<file path="src/rtl/muldiv_unit.sv">
// Iterative signed multiply/divide engine with architectural HI/LO registers.
// One product or quotient bit per cycle; HI/LO change only on the final iteration.
module muldiv_unit #(
  parameter int WIDTH = 32
) (
  input  logic             clk,
  input  logic             rst_n,
  input  logic             flush_e,
  input  logic             mult_e,
  input  logic             div_e,
  input  logic [1:0]       mf_e,
  input  logic [WIDTH-1:0] src_a,
  input  logic [WIDTH-1:0] src_b,
  output logic [WIDTH-1:0] hl_out,
  output logic             busy,
  output logic             stall_req,
  output logic [WIDTH-1:0] hi,
  output logic [WIDTH-1:0] lo
);

  localparam logic [1:0] IDLE = 2'd0;
  localparam logic [1:0] MUL  = 2'd1;
  localparam logic [1:0] DIV  = 2'd2;

  logic [1:0]         state;
  logic [5:0]         count;
  logic [WIDTH-1:0]   absA, absB, origA;
  logic               signA, signB, divZero;
  logic [2*WIDTH-1:0] prod;
  logic [WIDTH-1:0]   rem, quo;

  logic               accept, lastIter, negResult;
  logic [WIDTH-1:0]   absSrcA, absSrcB;
  logic [WIDTH:0]     addSum;
  logic [2*WIDTH-1:0] prodNext;
  logic [WIDTH:0]     shifted, trial;
  logic [WIDTH-1:0]   remNext, quoNext;

  assign accept    = (state == IDLE) && (mult_e || div_e) && !flush_e;
  assign lastIter  = (count == 6'(WIDTH - 1));
  assign negResult = signA ^ signB;
  assign absSrcA   = src_a[WIDTH-1] ? -src_a : src_a;
  assign absSrcB   = src_b[WIDTH-1] ? -src_b : src_b;

  // Shift-add: multiplier bits are consumed from the low half of prod,
  // partial sums accumulate into the high half.
  assign addSum   = {1'b0, prod[2*WIDTH-1:WIDTH]} + (prod[0] ? {1'b0, absA} : '0);
  assign prodNext = {addSum, prod[WIDTH-1:1]};

  // Restoring division: the 33-bit trial's sign says whether the subtract sticks.
  assign shifted = {rem, quo[WIDTH-1]};
  assign trial   = shifted - {1'b0, absB};
  assign remNext = trial[WIDTH] ? shifted[WIDTH-1:0] : trial[WIDTH-1:0];
  assign quoNext = {quo[WIDTH-2:0], ~trial[WIDTH]};

  assign hl_out    = mf_e[1] ? (mf_e[0] ? lo : hi) : '0;
  assign stall_req = busy && (mult_e || div_e || mf_e[1]);

  always_ff @(posedge clk) begin
    if (!rst_n) begin
      state   <= IDLE;
      count   <= '0;
      busy    <= 1'b0;
      hi      <= '0;
      lo      <= '0;
      absA    <= '0;
      absB    <= '0;
      origA   <= '0;
      signA   <= 1'b0;
      signB   <= 1'b0;
      divZero <= 1'b0;
      prod    <= '0;
      rem     <= '0;
      quo     <= '0;
    end else begin
      case (state)
        IDLE: begin
          if (accept) begin
            absA    <= absSrcA;
            absB    <= absSrcB;
            origA   <= src_a;
            signA   <= src_a[WIDTH-1];
            signB   <= src_b[WIDTH-1];
            divZero <= (src_b == '0);
            prod    <= {{WIDTH{1'b0}}, absSrcB};
            rem     <= '0;
            quo     <= absSrcA;
            count   <= '0;
            busy    <= 1'b1;
            state   <= mult_e ? MUL : DIV;
          end
        end
        MUL: begin
          prod <= prodNext;
          if (lastIter) begin
            {hi, lo} <= negResult ? -prodNext : prodNext;
            busy     <= 1'b0;
            state    <= IDLE;
          end else begin
            count <= count + 6'd1;
          end
        end
        DIV: begin
          rem <= remNext;
          quo <= quoNext;
          if (lastIter) begin
            // Divide by zero still runs all iterations, then reports a fixed result.
            if (divZero) begin
              hi <= origA;
              lo <= '1;
            end else begin
              hi <= signA ? -remNext : remNext;
              lo <= negResult ? -quoNext : quoNext;
            end
            busy  <= 1'b0;
            state <= IDLE;
          end else begin
            count <= count + 6'd1;
          end
        end
        default: begin
          busy  <= 1'b0;
          state <= IDLE;
        end
      endcase
    end
  end

endmodule

</file>
<file path="config.mk">
export PLATFORM = sky130hd
export DESIGN_NAME = muldiv_unit
export DESIGN_NICKNAME = d
export VERILOG_FILES = /design/src/rtl/muldiv_unit.sv
export SDC_FILE = /design/constraint.sdc
export NUM_CORES = 1
export LEC_CHECK = 0
export CAP_MARGIN = 20
export CORE_MARGIN = 2
export CORE_UTILIZATION = 38
export CTS_BUF_LIST = sky130_fd_sc_hd__clkbuf_4
export DETAILED_ROUTE_END_ITERATION = 10
export GPL_TIMING_DRIVEN = 0
export PLACE_DENSITY = 0.64
export SLEW_MARGIN = 20
export SYNTH_ARGS = -nofsm -noshare
export SYNTH_HDL_FRONTEND = slang
export SYNTH_SLANG_ARGS = --single-unit
</file>
<file path="constraint.sdc">
create_clock -name clk -period 5.7 [get_ports clk]
set_input_delay 0.57 -clock clk [delete_from_list [all_inputs] [get_ports clk]]
set_output_delay 0.57 -clock clk [all_outputs]
set_load 0.01 [all_outputs]
</file>
Word level (Yosys, flattened, before mapping)
Cells that the tools add are included.
{"block": "totals", "register_bits": 300, "inputBits": 71, "output_inout_bits": 98, "word_cells": 84}
{"block": "op_classes", "n_addsub": 8, "eq_ne": 8, "muxes": 33, "bitwise": 2, "n_reduce_logical": 19}
{"cell": "$mux 32", "count": 16}
{"cell": "$pmux 32 s2", "count": 4}
{"cell": "$mux 64", "count": 2}
{"cell": "$neg 32->32", "count": 4}
{"cell": "$pmux 64 s2", "count": 1}
{"cell": "$neg 64->64", "count": 1}
{"cell": "$add 32x32->33", "count": 1}
{"cell": "$sub 33x32->33", "count": 1}
{"cell": "$logic_not 32->1", "count": 1}
{"cell": "$mux 6", "count": 2}
{"cell": "$pmux 6 s2", "count": 1}
{"cell": "$ne 2x2->1 const B", "count": 4}
{"cell": "$reduce_and 2->1", "count": 4}
{"cell": "$reduce_bool 2->1", "count": 4}
{"cell": "$add 6x1->6 const B", "count": 1}
{"cell": "$eq 6x5->1 const B", "count": 1}
{"cell": "$mux 2", "count": 3}
{"cell": "$reduce_and 3->1", "count": 2}
{"cell": "$pmux 2 s2", "count": 1}
{"cell": "$logic_and 1x1->1", "count": 3}
{"cell": "$eq 2x1->1 const B", "count": 1}
{"cell": "$eq 2x2->1 const B", "count": 1}
{"cell": "$logic_not 2->1", "count": 1}
{"cell": "$logic_or 1x1->1", "count": 2}
{"cell": "other kinds (7)", "count": 8}

Logic depth before layout (Yosys ltp)
{"block": "logic_depth", "ltp_word": 7, "depth_mapped": 28, "ltp_nobuf": 23}

Worst setup path after synthesis
OpenSTA, ideal clock, no wires.
{"block": "synth_timing", "path_kind": "reg-to-reg", "from": "register absB[9]", "to": "register hi[12]", "t_arrival_ps": 5209, "required_ps": 5575, "slack_ps": 366, "path_stages_with_launch": 27, "period_less_slack_ps": 5334, "cell_sequence": "dfxtp_1 inv_1 ha_1 clkbuf_1 a21oi_1 o21ai_0 a2bb2oi_1 a21oi_1 or3_1 and2_1 buf_2 inv_1 buf_2 buf_2 buf_2 nor2_1 a21oi_1 ha_1 clkbuf_1 or3b_2 or4_1 o2111a_1 o21ai_0 xnor2_1 o21ai_0 a222oi_1 nor2b_1"}
{"block": "synth_via", "elab_chain_cells": 7}
{"element": "start: declaration", "line_no": "27", "text": "logic [WIDTH-1:0] absA, absB, origA;"}
{"element": "start signal: assignment", "line_no": "80", "text": "absB <= absSrcB;"}
{"element": "$sub 33x32->33 *", "line_no": "52", "text": "assign trial = shifted - {1'b0, absB};"}
{"element": "$mux 32 *", "line_no": "53", "text": "assign remNext = trial[WIDTH] ? shifted[WIDTH-1:0] : trial[WIDTH-1:0];"}
{"element": "$neg 32->32", "line_no": "112", "text": "hi <= signA ? -remNext : remNext;"}
{"element": "$mux 32 *", "line_no": "112"}
{"element": "$mux 32 *", "line_no": "108", "text": "if (divZero) begin"}
{"element": "$mux 32 *", "line_no": "106", "text": "if (lastIter) begin"}
{"element": "$pmux 32 s2 *", "line_no": "76", "text": "case (state)"}
{"element": "end signal: assignment", "line_no": "96", "text": "{hi, lo} <= negResult ? -prodNext : prodNext;"}
{"element": "end signal: assignment", "line_no": "109", "text": "hi <= origA;"}
{"element": "end signal: assignment", "line_no": "112"}
{"element": "end: declaration", "line_no": "17", "text": "output logic [WIDTH-1:0] hi,"}
Every way passes the cells marked *; elsewhere a longest branch is shown, timed or not. The select of a mux whose other input is x is not followed.
A chain may end at the register's enable or synchronous reset.

Worst setup path in the final report
{"block": "layout_timing", "from": "register quo[31]", "to": "register hi[12]"}
{"block": "layout_via", "elab_chain_cells": 7}
{"element": "start: declaration", "line_no": "30", "text": "logic [WIDTH-1:0] rem, quo;"}
{"element": "start signal: assignment", "line_no": "87", "text": "quo <= absSrcA;"}
{"element": "start signal: assignment", "line_no": "105", "text": "quo <= quoNext;"}
{"element": "$sub 33x32->33", "line_no": "52"}
{"element": "$mux 32 *", "line_no": "53"}
{"element": "$neg 32->32", "line_no": "112"}
{"element": "$mux 32 *", "line_no": "112"}
{"element": "$mux 32 *", "line_no": "108"}
{"element": "$mux 32 *", "line_no": "106"}
{"element": "$pmux 32 s2 *", "line_no": "76"}
Marks and branches as above.

==> metrics.md <==
| Metric | Value |
|---|---|
| Layout cells sized above 1 | `0.0673` |
| Clock Latency Late Sink | `0.85 ns` |
| Worst hold slack | `0.408 ns` |
| Endpoint class of the critical path | `flop` |
| Final Net Count | `3256` |
| Comb pwr share | `0.274` |
| Post-synth top area share | `0.276` |
| Row count | `87` |
| Max_slew headroom | `0.194` |
| Leakage power | `10.1 nW` |
| FF+latch count, synth | `298` |
| Seq/Total Area, Yosys | `0.276` |
| Layout area overhead | `17.8%` |
| Port bufs | `166` |
| Total grt overflow | `0` |
| Drt pass-1 iters | `6` |
| H-tree level count | `3` |
| Overall Global Routing Usage | `0.310` |
| Maximum vdd drop | `0.000147 V` |
| Final HPWL DP | `74000 um` |
| Avg Cell Area, Syn | `7.55 sq um` |
| Tcrit/Tclk final | `0.970` |
| Clk sinks | `298` |
| CP arrival | `6.24 ns` |
| Max Cap Viol | `0` |
| Largest net degree at the start of global routing | `20` |
| DRT Wirelength | `94600 um` |
| Fin crit period | `5.53 ns` |
| Net Sw Power | `2.22 mW` |
| Die ar. | `58700 sq um` |
| Initial antenna violation count | `3` |
| Io pins | `169` |
| Die H | `242 um` |
| Worst setup path class | `flop to flop` |
| Num CTS Buffers | `84` |
| CORE AREA | `56300 sq um` |
| Die W | `242 um` |
| PnR worst setup slack | `0.173 ns` |
| DR WL/cell | `24.1 um` |
| Syn Nets | `3006` |
| Slew at the pin with the worst max-slew slack | `1.21 ns` |
| Cell variety after synth | `91` |
| Slew Limit Fails | `0` |
| Max Fclk | `181 MHz` |
| P per Cell Area | `232 nW/um^2` |
| 1st-iter DRT viols | `2607` |
| Req. time, crit path | `6.41 ns` |
| Synthesis warning total | `0` |
| Pwr Total | `5.90 mW` |
| ANT nets after route | `0` |
| Int Power | `3.68 mW` |
| Via density | `5.93` |
| CTS Buffer Depth | `3` |
| Clock Skews | `0.0568 ns` |
| Outcome | `completed` |
| Switch share | `0.376` |
| CP Launch Type | `flop` |
| Ys async rst share | `0` |
| Clock power share | `0.331` |
| Post-route cell area | `25400 sq um` |
| Sequential share of power | `0.394` |
| CTS tree | `yes` |
| Initial Util | `0.384` |
| Area of the mapped netlist | `21600 sq um` |
| Number of flops mapped to enable cells by yosys | `0` |
| Placed cell areas | `24200 sq um` |
| Via count | `23.3k` |
| Pre-CTS setup slack | `-1.62 ns` |
| Setup violators final | `0` |
| Number of hold buffers added after cts | `0` |
| CP Max Fanout | `10` |
| Vias in the first global route | `21.7k` |
| # DRC | `0` |
| Worst min path class | `primary input to flop` |
| Unrepaired setup endpoints after global routing | `false` |
| Final Hold Viols | `0` |
| Clock root buffer | `clkbuf_4` |
| Cell taking the most area after synthesis | `dfxtp_1` |
| Clk slew on worst S/H paths | `0.07 ns` |
| Synthesized instance count | `2860` |
| Synth area leaders | `dfxtp_1 (28%), nand2_1 (9.2%), o21ai_0 (5.2%)` |
| Main synth FF type | `dfxtp_1` |
| First-pass GRT wire length | `138000 um` |
| Final RePlAce weighted congestion | `1.02` |
[power groups by stage]
stage | Clock (mW) | Sequential [mW] | Combinational (mW)
after floorplan | 0 | 2.31 | 1.00
after global placement | 0 | 2.36 | 1.52
after detailed placement | 0 | 2.36 | 1.52
after CTS | 1.97 | 2.32 | 1.55
after global routing | 2.08 | 2.33 | 1.73
final | 1.96 | 2.33 | 1.62
[flip-flops by register name, summed over array words and instances, names as in the netlist, 6 cells and up]
| register | count |
|---|---|
| origA | 31 |
| absA | 32 |
| rem | 32 |
| quo | 32 |
| prod | 64 |
| hi | 32 |
| count | 6 |
| lo | 32 |
| absB | 32 |
[timing repair]
action                                  in CTS  in global routing
endpoints found under the setup margin      29                 16
pin swaps                                    4                  6
setup buffers                                3                  3
gates resized for setup                     29                 28
[cell type report]
type                            count  area [sq um]
Timing Repair Buffer              172          1710
Clock inverter                     27           141
Fill cell                        5858         30800
Tap cell                          756           946
Sequential cell                   298          5970
Antenna cell                        2          5.00
Inverter                           72           273
Clock buffer                      112           841
Buffer                            175           692
Multi-Input combinational cell   2307         14900
[synth_stat cells (6+ instances only)]
master and number:
xor2_1 120, a31o_2 8, mux2i_1 60, o31ai_1 40, inv_1 69, nor4_1 20, nand2_1 529, clkbuf_1 156
o211a_1 69, a22oi_1 42, nor3b_1 8, and2_1 84, a31oi_1 18, or2_2 7, nor2b_1 85, o41ai_1 14
or4_1 17, o21ai_0 225, nand4_1 17, a221oi_1 7, o221ai_1 31, dfxtp_1 298, nor3_1 46, a21boi_0 116
nor2_1 141, nand3_1 25, buf_1 17, o211ai_1 37, and3_1 12, o2111ai_1 9, or3_1 30, a21o_1 21
a21oi_1 133, buf_2 10, xnor2_1 107, o31a_1 6, nand2b_1 15, ha_1 73, o21a_1 14, a211oi_1 22
[metal layers]
metal,wire length [um],share of wire,vias to the layer above,GRT usage
li1,-,-,10800,-
met1,39000,0.41,11000,0.408
met2,40400,0.43,1299,0.473
met3,10100,0.11,238,0.0731
met4,5050,0.053,0,0.158
met5,0,0,-,0
[critical path: stages, from the launching register on]
cell and delay, ns:
dfxtp_2 0.42, inv_1 0.07, ha_2 0.20, inv_1 0.07, fa_2 0.24, nand3_4 0.11, a211oi_4 0.35, o211ai_1 0.14
buf_4 0.17, a21oi_2 0.19, or3_4 0.16, and2_1 0.11, buf_2 0.23, buf_2 0.35, mux2i_1 0.44, ha_4 0.20
or3b_2 0.42, or4_1 0.40, o2111a_1 0.19, o21ai_2 0.17, xnor2_2 0.21, o21ai_0 0.16, a222oi_1 0.30, nor2b_1 0.08
[final timing paths]
kind                   startpoint                      to  slack (ns)  cells past startpoint
max          quo[31]$_SDFFE_PN0P_     hi[12]$_SDFFE_PN0P_        0.17                     23
min                     src_a[29]  origA[29]$_SDFFE_PN0P_        0.41                      3
max reg2reg  quo[31]$_SDFFE_PN0P_     hi[12]$_SDFFE_PN0P_        0.17                     23
min reg2reg   lo[11]$_SDFFE_PN0P_     lo[11]$_SDFFE_PN0P_        0.45                      2
[stage by stage]
stage / TNS, ns / utilization / cells
2_1_floorplan: 0 / - / 2860
3_3_place_gp: -18.36 / 0.430 / 3782
3_5_place_dp: -18.04 / 0.430 / 3782
4_1_cts: 0 / 0.450 / 3922
5_1_grt: 0 / 0.452 / 3921
6_report: 0 / 0.452 / 3921
[layout by cell type, fill, tap and decap left out, drive strengths merged, types with 32 or more instances in the layout]
cell type / n
clkbuf: 262
nor3: 48
o211a: 69
or3: 32
o31ai: 41
xnor2: 107
inv: 71
o21ai: 228
dfxtp: 298
nor2: 141
and2: 85
a21boi: 118
xor2: 120
a22oi: 42
ha: 73
nand2: 529
a21oi: 134
mux2i: 60
o211ai: 37
clkdlybuf4s50: 166
nor2b: 85
[cell families after synthesis]
| family | share of synthesized area |
|---|---|
| AO/OA/AOI/OAI | 0.278 |
| XOR/XNOR | 0.0921 |
| adder cells (fa/ha/maj) | 0.0442 |
| buffers and inverters | 0.0449 |
| flip-flops | 0.276 |
| multiplexers | 0.0294 |
| AND/OR/NAND/NOR | 0.235 |
Note: power is estimated with default switching activity, not from simulation.
